--- config.mk ---
export PLATFORM = sky130hd
export DESIGN_NAME = y_change_sequencer
export DESIGN_NICKNAME = d
export VERILOG_FILES = /design/src/rtl/y_change_sequencer.sv
export SDC_FILE = /design/constraint.sdc
export NUM_CORES = 1
export LEC_CHECK = 0
export CAP_MARGIN = 25
export CORE_AREA = 2 2 234 236
export DETAILED_ROUTE_END_ITERATION = 6
export DIE_AREA = 0 0 236 238
export PLACE_DENSITY = 0.43
export SLEW_MARGIN = 0
export SYNTH_ARGS = -nofsm -noshare
export SYNTH_HDL_FRONTEND = slang
export SYNTH_SLANG_ARGS = --single-unit
--- constraint.sdc ---
create_clock -name clock -period 5.6 [get_ports clock]
set_input_delay 0.56 -clock clock [delete_from_list [all_inputs] [get_ports clock]]
set_output_delay 0.56 -clock clock [all_outputs]
set_load 0.02 [all_outputs]
--- src/rtl/y_change_sequencer.sv ---
// y_change_sequencer
//   Drives the Y-matrix address decoder for the change-in-Y flow. Row numbers
//   from the change.txt reader are queued in a small FIFO. For each entry the
//   controller issues one read on the shared 256-bit Y-memory port, steps the
//   decoder through its two-cycle lookup, captures the resulting line-address
//   pair and presents it downstream on a valid/ready handshake.
//
// Ports
//   clock, reset        rising-edge clock, synchronous active-low reset
//   chg_valid/chg_row   change entry in; chg_ready = FIFO can accept
//   mem_rd_en/addr      Y memory read strobe and line address (row >> 4)
//   mem_rd_data         Y memory data, valid the cycle after mem_rd_en
//   dec_enable/dec_row  decoder control (registered)
//   dec_row_data        combinational pass-through of mem_rd_data
//   dec_addr1/2         decoder address results
//   out_valid/addr1/2   captured address pair; out_ready = consumer accepts
//   busy                FSM active or FIFO holds entries
//
// Optional build macro
//   Y_SEQ_STATS_EN : adds 16-bit wrapping counters done_cnt (EMIT handshakes)
//                    and drop_cnt (accepted all-ones sentinel rows).
module y_change_sequencer #(
    parameter int DEPTH  = 4,
    parameter int ROW_W  = 16,
    parameter int ADDR_W = 11
) (
    input  logic              clock,
    input  logic              reset,
    input  logic              chg_valid,
    input  logic [ROW_W-1:0]  chg_row,
    output logic              chg_ready,
    output logic              mem_rd_en,
    output logic [ADDR_W-1:0] mem_rd_addr,
    input  logic [255:0]      mem_rd_data,
    output logic              dec_enable,
    output logic [ROW_W-1:0]  dec_row,
    output logic [255:0]      dec_row_data,
    input  logic [ADDR_W-1:0] dec_addr1,
    input  logic [ADDR_W-1:0] dec_addr2,
    output logic              out_valid,
    output logic [ADDR_W-1:0] out_addr1,
    output logic [ADDR_W-1:0] out_addr2,
    input  logic              out_ready,
    output logic              busy
`ifdef Y_SEQ_STATS_EN
    ,
    output logic [15:0]       done_cnt,
    output logic [15:0]       drop_cnt
`endif
);

    localparam int PTR_W = (DEPTH > 1) ? $clog2(DEPTH) : 1;
    localparam int CNT_W = PTR_W + 1;

    typedef enum logic [2:0] {
        S_IDLE,
        S_REQ,
        S_DATA,
        S_CAPT,
        S_EMIT
    } state_t;

    state_t             r_state;
    logic [ROW_W-1:0]   r_cur_row;
    logic               r_mem_rd_en;
    logic [ADDR_W-1:0]  r_mem_rd_addr;
    logic               r_dec_enable;
    logic [ROW_W-1:0]   r_dec_row;
    logic               r_out_valid;
    logic [ADDR_W-1:0]  r_out_addr1;
    logic [ADDR_W-1:0]  r_out_addr2;
    logic               r_busy;

    // ---------------- change-entry FIFO ----------------
    logic [ROW_W-1:0]   r_fifo [DEPTH];
    logic [PTR_W-1:0]   r_wr_ptr;
    logic [PTR_W-1:0]   r_rd_ptr;
    logic [CNT_W-1:0]   r_count;

    logic               w_empty;
    logic               w_full;
    logic               w_pop;
    logic               w_sentinel;
    logic               w_accept;
    logic               w_push;
    logic [CNT_W-1:0]   w_cnt_nxt;
    logic [ROW_W-1:0]   w_head;
    logic               w_to_idle;

    assign w_empty    = (r_count == '0);
    assign w_full     = (r_count == CNT_W'(DEPTH));
    assign w_head     = r_fifo[r_rd_ptr];
    // The FSM only ever pops from IDLE or from a completed EMIT handshake.
    assign w_pop      = !w_empty && ((r_state == S_IDLE) ||
                                     (r_state == S_EMIT && out_ready));
    assign chg_ready  = !w_full || w_pop;
    assign w_sentinel = (chg_row == '1);
    assign w_accept   = chg_valid && chg_ready;
    // A sentinel completes the handshake but is never queued.
    assign w_push     = w_accept && !w_sentinel;
    assign w_cnt_nxt  = r_count + CNT_W'(w_push) - CNT_W'(w_pop);

    // FSM lands in IDLE next cycle only if nothing is left to pop now.
    assign w_to_idle  = w_empty && ((r_state == S_IDLE) ||
                                    (r_state == S_EMIT && out_ready));

    always_ff @(posedge clock) begin
        if (reset && w_push)
            r_fifo[r_wr_ptr] <= chg_row;
    end

    always_ff @(posedge clock) begin
        if (!reset) begin
            r_wr_ptr <= '0;
            r_rd_ptr <= '0;
            r_count  <= '0;
        end else begin
            if (w_push) r_wr_ptr <= r_wr_ptr + 1'b1;
            if (w_pop)  r_rd_ptr <= r_rd_ptr + 1'b1;
            r_count <= w_cnt_nxt;
        end
    end

    // ---------------- sequencing FSM ----------------
    // Outputs are loaded on the transition so they line up with the state
    // being entered.
    always_ff @(posedge clock) begin
        if (!reset) begin
            r_state       <= S_IDLE;
            r_cur_row     <= '1;
            r_mem_rd_en   <= 1'b0;
            r_mem_rd_addr <= '0;
            r_dec_enable  <= 1'b0;
            r_dec_row     <= '1;
            r_out_valid   <= 1'b0;
            r_out_addr1   <= '1;
            r_out_addr2   <= '1;
            r_busy        <= 1'b0;
        end else begin
            r_mem_rd_en <= 1'b0;
            r_busy      <= !w_to_idle || (w_cnt_nxt != '0);
            case (r_state)
                S_IDLE: begin
                    r_dec_enable <= 1'b0;
                    r_dec_row    <= '1;
                    if (w_pop) begin
                        r_cur_row     <= w_head;
                        r_mem_rd_en   <= 1'b1;
                        r_mem_rd_addr <= ADDR_W'(w_head >> 4);
                        r_dec_row     <= w_head;
                        r_dec_enable  <= 1'b1;
                        r_state       <= S_REQ;
                    end
                end
                S_REQ: begin
                    // Read data lands during DATA; decoder stays enabled.
                    r_dec_row    <= r_cur_row;
                    r_dec_enable <= 1'b1;
                    r_state      <= S_DATA;
                end
                S_DATA: begin
                    r_dec_row    <= r_cur_row;
                    r_dec_enable <= 1'b0;
                    r_state      <= S_CAPT;
                end
                S_CAPT: begin
                    r_out_addr1  <= dec_addr1;
                    r_out_addr2  <= dec_addr2;
                    r_out_valid  <= 1'b1;
                    r_dec_row    <= '1;
                    r_state      <= S_EMIT;
                end
                S_EMIT: begin
                    if (out_ready) begin
                        r_out_valid <= 1'b0;
                        if (w_pop) begin
                            r_cur_row     <= w_head;
                            r_mem_rd_en   <= 1'b1;
                            r_mem_rd_addr <= ADDR_W'(w_head >> 4);
                            r_dec_row     <= w_head;
                            r_dec_enable  <= 1'b1;
                            r_state       <= S_REQ;
                        end else begin
                            r_state       <= S_IDLE;
                        end
                    end
                end
                default: r_state <= S_IDLE;
            endcase
        end
    end

    assign mem_rd_en    = r_mem_rd_en;
    assign mem_rd_addr  = r_mem_rd_addr;
    assign dec_enable   = r_dec_enable;
    assign dec_row      = r_dec_row;
    assign dec_row_data = mem_rd_data;
    assign out_valid    = r_out_valid;
    assign out_addr1    = r_out_addr1;
    assign out_addr2    = r_out_addr2;
    assign busy         = r_busy;

`ifdef Y_SEQ_STATS_EN
    logic [15:0] r_done_cnt;
    logic [15:0] r_drop_cnt;

    always_ff @(posedge clock) begin
        if (!reset) begin
            r_done_cnt <= '0;
            r_drop_cnt <= '0;
        end else begin
            if (r_state == S_EMIT && out_ready) r_done_cnt <= r_done_cnt + 16'd1;
            if (w_accept && w_sentinel)         r_drop_cnt <= r_drop_cnt + 16'd1;
        end
    end

    assign done_cnt = r_done_cnt;
    assign drop_cnt = r_drop_cnt;
`endif

endmodule
# --- Word level (Yosys, flattened, before mapping) ---
# Memory sizes are Yosys's and may differ from the RTL's. A register that Yosys moved wholly into a read port is not among the register bits.
# Cells that the tools add are included.
totals:
  memories: 1
  ff_bits: 79
  input_bits: 298
  output_inout_bits: 310
  elab_cells: 79
  mem_bits_rw: 64
mem_list:
  columns: ["memory", "words", "word_bits", "read_ports", "rd_clocked_by_memory_dff", "write_ports", "line", "source"]
  rows:
  - ["r_fifo", 4, 16, 1, 1, 1, "75", "logic [ROW_W-1:0] r_fifo [DEPTH];"]
op_classes:
  add_sub_neg: 4
  n_reduce_logical: 26
  eq_ne: 9
  muxes: 26
ops:
  columns: ["cell", "n"]
  rows:
  - ["16-bit 2-to-1 mux", 5]
  - ["16-bit case mux with 4 select lines", 1]
  - ["16-bit case mux with 2 select lines", 1]
  - ["11-bit 2-to-1 mux", 2]
  - ["11-bit case mux with 2 select lines", 1]
  - ["16-bit equality test, second input constant", 1]
  - ["3-bit case mux with 5 select lines", 1]
  - ["1-bit 2-to-1 mux", 8]
  - ["4-bit nonzero test", 2]
  - ["3-bit by 2-bit equality test with 1-bit output, second input constant", 2]
  - ["3-bit equality test, second input constant", 2]
  - ["1-bit logical AND", 6]
  - ["3-bit logical NOT", 2]
  - ["3-bit 2-to-1 mux", 2]
  - ["2-bit inequality test, second input constant", 3]
  - ["2-bit AND reduction", 3]
  - ["3-bit AND reduction", 2]
  - ["2-bit by 1-bit adder with 2-bit output, second input constant", 2]
  - ["1-bit logical NOT", 4]
  - ["2-bit 2-to-1 mux", 2]
  - ["1-bit case mux with 2 select lines", 2]
  - ["1-bit case mux with 4 select lines", 1]
  - ["2-bit nonzero test", 2]
  - ["3-bit by 1-bit adder with 3-bit output", 1]
  - ["other kinds (5)", 7]

# --- Logic depth before layout (Yosys ltp) ---
# Gate-level depths: netlist of run 1.
depth:
  word_depth: 11
  ltp_mapped: 12
  depth_no_buf: 11

# --- Least setup slack after synthesis of run 1 ---
# No wires, ideal clock.
synth_path:
  kind: "input port to flip-flop"
  startpoint: "input port out_ready"
  endpoint: "register r_count[2]"
  path_buffers: 0
  stages: 11
  required_ps: 5472
  setup_time_ps: 128
  path_slack_ps: 3004
  arrival_ps: 2468
  path_cell_list: "nand2b_1 nand2_1 a311oi_4 inv_1 ha_1 inv_1 ha_1 fa_1 xnor2_1 xnor2_1 nor2_1"
synth_between:
  elab_chain_cells: 8
synth_rtl:
  columns: ["element", "line", "source"]
  rows:
  - ["start: declaration", "43", "input logic out_ready,"]
  - ["1-bit logical AND (*)", "95", "(r_state == S_EMIT && out_ready));"]
  - ["1-bit logical OR (*)", "94", "assign w_pop = !w_empty && ((r_state == S_IDLE) ||"]
  - ["1-bit logical AND (*)", "94", null]
  - ["1-bit logical OR", "96", "assign chg_ready = !w_full || w_pop;"]
  - ["1-bit logical AND", "98", "assign w_accept = chg_valid && chg_ready;"]
  - ["1-bit logical AND", "100", "assign w_push = w_accept && !w_sentinel;"]
  - ["3-bit by 1-bit adder with 3-bit output", "101", "assign w_cnt_nxt = r_count + CNT_W'(w_push) - CNT_W'(w_pop);"]
  - ["3-bit by 1-bit subtractor with 3-bit output (*)", "101", null]
  - ["end signal: assignment", "120", "r_count <= w_cnt_nxt;"]
  - ["end: declaration", "78", "logic [CNT_W-1:0] r_count;"]
# Every way passes the cells marked *; elsewhere a longest branch is shown, timed or not.
# A chain may end at the register's enable or synchronous reset.

# --- Worst setup path in the final report of run 1 ---
# Same ends and word-level chain as after synthesis.

==> results of run 1 <==
how the worst max path moves through the flow:
stage,start,end,slack (ps),depth (start not counted)
2_1_floorplan,out_ready,r_count[2],3000,11
3_3_place_gp,chg_row[9],r_count[2],2040,12
3_5_place_dp,chg_row[8],r_count[2],2050,12
4_1_cts,chg_row[8],r_count[2],2500,12
5_1_grt,out_ready,r_count[2],2320,12
6_report,out_ready,r_count[2],2560,12
layer usage:
| layer | global-route usage | up-vias |
|---|---|---|
| met4 | 0.0517 | 6 |
| met3 | 0.332 | 84 |
| li1 | - | 1801 |
| met5 | 0.0442 | - |
| met1 | 0.0997 | 1976 |
| met2 | 0.237 | 523 |
registers in the layout, indices dropped and copies added, names as in the netlist, named ones only:
| name | count |
|---|---|
| dec_enable | 1 |
| mem_rd_addr | 11 |
| mem_rd_en | 1 |
| out_addr1 | 11 |
| out_addr2 | 11 |
| r_fifo | 64 |
| r_cur_row | 16 |
| r_rd_ptr | 2 |
| dec_row | 16 |
| r_state | 3 |
| r_count | 3 |
| busy | 1 |
| r_wr_ptr | 2 |
| out_valid | 1 |
report_power, final:
group / total [mW] / switching (mW) / internal (mW)
clock: 1.08 / 0.500 / 0.578
sequential: 1.53 / 0.186 / 1.35
combinational: 1.39 / 0.827 / 0.564
total: 4.00 / 1.51 / 2.49
kinds of logic (layout without fill, tap and decap cells):
| kind of cell | count (synthesis) | in the layout | synth area share |
|---|---|---|---|
| muxes | 18 | 18 | 0.0513 |
| buffers and inverters | 296 | 146 | 0.288 |
| adders and majority gates | 7 | 7 | 0.0128 |
| and+or+nand+nor | 153 | 153 | 0.0917 |
| xor gates and xnor gates | 4 | 4 | 0.00473 |
| AOI/OAI and AO/OA | 83 | 83 | 0.0736 |
| DFF | 145 | 145 | 0.478 |
metrics by stage:
step | util | cells
after floorplan | - | 706
after CTS | 0.145 | 1250
after global routing | 0.145 | 1252
after global placement | 0.134 | 1218
after detailed placement | 0.134 | 1218
final | 0.145 | 1252
final cells by class:
cell class              instances  area share
well taps                     696       0.112
repair buffers                102       0.132
flip-flops and latches        145       0.456
inverters                      12     0.00580
multi-input cells             265       0.223
clock inverters                15      0.0159
clock buffers                  17      0.0548
synthesized netlist by cell type, types with 2 or more instances:
master and number:
a21oi_1 41, and3_1 4, mux2i_1 2, buf_4 262, xnor2_1 3, o21ai_2 11, ha_1 6, buf_2 5
nand2_1 95, buf_6 4, dfxtp_1 81, mux4_2 16, o22ai_1 16, nand3_1 29, and2_1 2, nor2_1 11
nand4_1 4, clkbuf_1 12, o21ai_1 6, edfxtp_1 64, inv_1 11
critical path, cell delays in order:
cell,delay [ps]
clkdlybuf4s50_1,580
nand2b_1,200
nand2_1,150
a311oi_4,460
inv_1,100
ha_1,290
inv_1,40
ha_1,180
fa_1,400
xnor2_1,190
xnor2_1,130
nor2_1,60
cell usage in the layout, fill, tap and decap left out, types with 11 or more instances in the layout:
cell type,n
dfxtp_1,81
nand3_1,29
nand2_1,95
o21ai_2,11
clkdlybuf4s50_1,95
a21oi_1,41
o22ai_1,16
edfxtp_1,64
clkbuf_16,17
nor2_1,11
inv_1,11
mux4_2,16
==> qor.yml, run 1 <==
run_status:
  status: "finished, final reports clean"
critical_path:
  r2r_slack_ps: 2680
  reg2reg_to: "r_count[2]"
  cp-end-kind: "flop"
  startpoint_type: "input port"
  rr_worst_depth: 11
  arrival_ps: 3340
  crit_type: "in2reg"
  path_max_fanout: 7
  critPathRequiredTime_ps: 5910
  r2r_start: "r_count[1]"
flow_run:
  cap_violations: 0
detailed_routing:
  route.detailed.drc: 0
  wl_met2_um: 20200
  vias: 4390
  met3_length_um: 20400
  wl_per_cell_um: 41.7
  drt-total-wl_um: 52200
  first_pass_iters: 4
  vias_per_cell: 3.51
  highest_layer: "met5"
  met1Wirelength_um: 10100
  ant_nets: 0
  drt_iter0_drc: 224
finish:
  final_area_mm2: 0.00777
  fillers: 6013
  seqCellArea_mm2: 0.00354
  drive_gt1_frac: 0.131
  multi_input_area_mm2: 0.00174
  n_antenna_cell: 0
  nets: 848
  area_growth_pct: 4.83
clocking:
  clkLatencyLatePin_ps: 440
  cts_root_buf: "clkbuf_16"
  cts_tree: "yes"
  clkSinkCount: 145
  clockBufferDepth: 2
  cts_buffers: 17
  cts_resized: 0
  cts_hold_buf: 0
  post-cts-setup-buffers: 0
  htreeDepth: 4
  clk_pin_slew_ps: 70
timing:
  fin_ws_ps: 2560
  min_period_ps: 3040
  tightest_slew_ps: 891
  drv_slew: 0
  relSlewSlack: 0.406
  tns_ps: 0
  fmax_mhz: 329
  hold_ws_ps: 461
  hold_viol_final: 0
  setup_viol: 0
  skew_ps: 7.24
  period_share: 0.542
  rsz0062_at_grt: "false"
grt:
  antenna_found_initial: 0
  grt_pass1_vias: 4341
  grtUsageTotal: 0.180
  grt_first_pass_wirelength_um: 62200
  grt-ovfl-total: 0
  grt_max_degree: 45
synthesis:
  synth_area_mm2: 0.00741
  yosysSeqAreaShare: 0.478
  synthFlopType: "dfxtp_1"
  syn_nets: 1011
  ys_top_cells_by_area: "buf_4 (27%), edfxtp_1 (26%), dfxtp_1 (22%), mux4_2 (4.9%), nand2_1 (4.8%)"
  synthCells: 706
  synth_edf_count: 64
  ys_ff_latch: 145
  synth_top_area_share: 0.265
  synthArstFlopShare: 0
  synth_area_per_cell_um2: 10.5
  yosysWarnings: 0
  yosys.area.top_type: "buf_4"
  synth_cell_types: 42
die:
  start_util: 0.139
  die_area_mm2: 0.0562
  die_w_um: 236
  die_y_um: 238
  coreArea_mm2: 0.0535
  row_count: 85
  io_pins: 608
pwr:
  power_mw: 4.00
  p_leak_nw: 2.63
  power_density_mw_per_mm2: 515
  vdd_drop_max_v: 0.000257
worst_hold_path:
  hold_end: "mem_rd_addr[9]"
  hold_depth: 2
  worstHoldStart: "mem_rd_addr[9]"
  min_path_type: "reg2reg"
place:
  dp_worst_setup_slack_ps: 2050
  placed_cell_area_mm2: 0.00718
  gp_congestion: 0.830
  port_buffers: 95
  dpl.hpwl_um: 46400
(Power assumes the default switching activity.)
==> run 2: changes to the inputs <==
Settings changed: PLACE_DENSITY 0.43 to 0.44.
Clock period 5.6 ns to 2.7 ns, I/O delays scaled along.
==> qor.yml, run 2 (same netlist as run 1, synthesis figures left out) <==
run_status:
  status: "finished, final reports clean"
detailed_routing:
  vias: 4477
  wl_met2_um: 20800
  met1Wirelength_um: 9990
  ant_nets: 0
  wl_per_cell_um: 40.8
  first_pass_iters: 4
  drt_iter0_drc: 252
  highest_layer: "met5"
  vias_per_cell: 3.49
  drt-total-wl_um: 52300
  route.detailed.drc: 0
  met3_length_um: 20100
worst_hold_path:
  min_path_type: "in2reg"
clocking:
  post-cts-setup-buffers: 0
  cts_tree: "yes"
  clockBufferDepth: 2
  htreeDepth: 4
  clk_pin_slew_ps: 70
  cts_root_buf: "clkbuf_16"
  cts_buffers: 17
  clkLatencyLatePin_ps: 440
  cts_hold_buf: 0
  clkSinkCount: 145
grt:
  grt_first_pass_wirelength_um: 62300
  antenna_found_initial: 0
  grt_max_degree: 49
  grt_pass1_vias: 4400
  grt-ovfl-total: 0
  grtUsageTotal: 0.180
finish:
  fillers: 5950
  multi_input_area_mm2: 0.00174
  largest_register: "r_fifo"
  nets: 879
  final_cells: 1283
  area_growth_pct: 9.25
  largest_register_ffs: 64
  seqCellArea_mm2: 0.00354
  n_antenna_cell: 0
  final_cell_mix: "nand2_1 (95), clkdlybuf4s50_1 (95), dfxtp_1 (81)"
  drive_gt1_frac: 0.179
place:
  port_buffers: 95
  place_inst: 1251
  gp_congestion: 0.860
  dpl.hpwl_um: 46600
timing:
  hold_viol_final: 0
  drv_slew: 0
  min_period_ps: 2460
  setup_viol: 0
  fmax_mhz: 406
  tns_ps: 0
  relSlewSlack: 0.463
  skew_ps: 14.1
  rsz0062_at_grt: "false"
  period_share: 0.913
  tightest_slew_ps: 804
critical_path:
  cp-end-kind: "flop"
  crit_type: "in2reg"
  startpoint_type: "input port"
  critPathRequiredTime_ps: 3020
  arrival_ps: 2780
  path_max_fanout: 2
die:
  coreArea_mm2: 0.0535
  die_area_mm2: 0.0562
  io_pins: 608
  die_y_um: 238
  start_util: 0.139
  row_count: 85
  die_w_um: 236
flow_run:
  cap_violations: 0
pwr:
  vdd_drop_max_v: 0.000500
  p_leak_nw: 2.82
  power_density_mw_per_mm2: 1060
## run 2: cell count changes in the layout (fill, tap and decap cells not counted), moves of 3 or more
cell	change
clkinv_2	-3
buf_4	+28
inv_6	+3
buf_12	+4
clkinv_4	-4
## run 2: timing repair
action	in CTS	in global routing
hold endpoints to repair	0	0
setup endpoints to repair	0	1
gates resized for setup	0	1
## run 2: power by group
part / total (mW) / switching, mW / internal [mW]
sequential: 3.09 / 0.297 / 2.79
combinational: 3.09 / 1.83 / 1.26
clock: 2.43 / 1.08 / 1.34
total: 8.61 / 3.21 / 5.40
## run 2: worst paths after layout
path | startpoint | to | slack, ps | depth (start not counted)
max reg2reg | r_state[0] | r_count[2] | 290 | 11
min reg2reg | mem_rd_addr[9] | mem_rd_addr[9] | 450 | 2
min | dec_addr1[10] | out_addr1[10] | 410 | 3
max | chg_row[10] | r_count[2] | 240 | 13
## run 2: per-layer routing
metal | vias up | GRT usage
li1 | 1867 | -
met1 | 2006 | 0.0991
met2 | 520 | 0.245
met3 | 80 | 0.326
met4 | 4 | 0.0539
met5 | - | 0.0147
## run 2: layout make-up
class,instances,share of cell area
Clock buffer,18,0.0543
Clock inverter,14,0.0193
Inverter,12,0.00556
Multi-Input combinational cell,265,0.215
Sequential cell,145,0.438
Tap cell,696,0.108
Timing Repair Buffer,133,0.160
## run 2: critical path, stage by stage
cell	delay (ps)
clkdlybuf4s50_1	420
nand4_1	230
nor4_2	90
buf_4	150
a311oi_4	270
inv_1	70
ha_1	280
inv_1	40
ha_1	180
fa_1	400
xnor2_1	180
xnor2_1	140
nor2_1	50
## run 2: stage by stage
step / instance area, µm² / utilization / setup slack, ps / hold slack [ps] / power [mW]
floorplan: 7410 / - / 198 / 369 / 5.51
global placement: 7490 / 0.140 / -282 / 448 / 6.23
detailed placement: 7490 / 0.140 / -311 / 450 / 6.26
CTS: 8090 / 0.151 / 165 / 388 / 8.73
global route: 8100 / 0.151 / 10.1 / 429 / 9.10
finish: 8100 / 0.151 / 236 / 412 / 8.61
==> run 3: changes to the inputs <==
Settings changed: PLACE_DENSITY 0.44 to unset, PLACE_DENSITY_LB_ADDON set to 0.05.
==> qor.yml, run 3 (same netlist as run 1, synthesis figures left out) <==
run_status:
  status: "finished, final reports clean"
grt:
  grt_max_degree: 33
  grt_pass1_vias: 4627
  grt-ovfl-total: 0
  grtUsageTotal: 0.157
  grt_first_pass_wirelength_um: 56000
  antenna_found_initial: 2
finish:
  final_area_mm2: 0.00806
  fillers: 5921
  final_cells: 1288
  final_cell_mix: "nand2_1 (95), clkdlybuf4s50_1 (95), dfxtp_1 (81)"
  largest_register_ffs: 64
  seqCellArea_mm2: 0.00354
  drive_gt1_frac: 0.182
  largest_register: "r_fifo"
  multi_input_area_mm2: 0.00174
  area_growth_pct: 8.80
  n_antenna_cell: 0
  nets: 884
pwr:
  p_leak_nw: 2.81
  p_seq_frac: 0.367
  vdd_drop_max_v: 0.000359
  switching_share: 0.384
  p_comb_frac: 0.373
  intPower_mw: 5.31
  p_switching_mw: 3.31
  power_mw: 8.62
  power_density_mw_per_mm2: 1070
  power.share.clock: 0.260
timing:
  relSlewSlack: 0.570
  tns_ps: 0
  rsz0062_at_grt: "false"
  period_share: 0.903
  fmax_mhz: 410
  skew_ps: 11.3
  hold_viol_final: 0
  fin_ws_ps: 262
  drv_slew: 0
  min_period_ps: 2440
  tightest_slew_ps: 643
  setup_viol: 0
clocking:
  cts_root_buf: "clkbuf_16"
  cts_tree: "yes"
  clk_pin_slew_ps: 60
  cts_resized: 0
  clockBufferDepth: 2
  clkLatencyLatePin_ps: 440
  htreeDepth: 4
  cts_buffers: 17
  cts_hold_buf: 0
  post-cts-setup-buffers: 0
  clkSinkCount: 145
place:
  place_inst: 1256
  placed_cell_area_mm2: 0.00752
  dpl.hpwl_um: 37600
  dp_worst_setup_slack_ps: -264
  gp_congestion: 0.727
  port_buffers: 95
critical_path:
  critPathRequiredTime_ps: 3020
  cp-end-kind: "flop"
  startpoint_type: "input port"
  crit_type: "in2reg"
  arrival_ps: 2760
  path_max_fanout: 2
die:
  coreArea_mm2: 0.0535
  die_y_um: 238
  io_pins: 608
  die_area_mm2: 0.0562
  row_count: 85
  die_w_um: 236
  start_util: 0.139
detailed_routing:
  vias_per_cell: 3.49
  ant_nets: 0
  drt-total-wl_um: 45100
  vias: 4494
  drt_iter0_drc: 273
  route.detailed.drc: 0
  wl_per_cell_um: 35.0
  first_pass_iters: 5
flow_run:
  cap_violations: 0
worst_hold_path:
  min_path_type: "in2reg"
[run 3: worst max-delay path: stages]
cell	delay, ps
clkdlybuf4s50_1	430
nand4_1	200
nor4_1	80
buf_4	170
a311oi_4	280
inv_1	80
ha_1	280
inv_1	40
ha_1	180
fa_1	400
xnor2_1	180
xnor2_1	130
nor2_1	50
[run 3: cell type report]
class                           count  area share
Sequential cell                   145       0.440
Multi-Input combinational cell    265       0.215
Timing Repair Buffer              138       0.164
Tap cell                          696       0.108
Clock buffer                       20      0.0570
Clock inverter                     12      0.0104
Inverter                           12     0.00559
[run 3: through the flow]
step	utilization	hold WS, ps
after detailed placement	0.141	453
after global routing	0.151	391
final	0.151	407
after CTS	0.151	371
after floorplan	-	369
after global placement	0.141	447
[run 3: worst paths after layout]
path,startpoint,endpoint,slack [ps],cells past startpoint
min,dec_addr2[7],out_addr2[7],410,3
max,chg_row[1],r_count[2],260,13
min reg2reg,mem_rd_addr[6],mem_rd_addr[6],460,2
max reg2reg,r_state[0],r_count[2],290,11
[run 3: layer usage]
metal / GRT usage / wire [µm]
met1: 0.148 / 14800
met2: 0.182 / 15600
met3: 0.222 / 13300
met4: 0.0467 / 993
met5: 0.0416 / 288
[run 3: power groups by stage]
stage          clock network, mW  registers (mW)  logic (mW)
6_report                    2.24            3.17        3.22
5_1_grt                     2.42            3.23        3.54
4_1_cts                     2.34            3.17        3.33
3_5_place_dp                   0            3.21        3.31
3_3_place_gp                   0            3.21        3.30
2_1_floorplan                  0            3.36        2.16
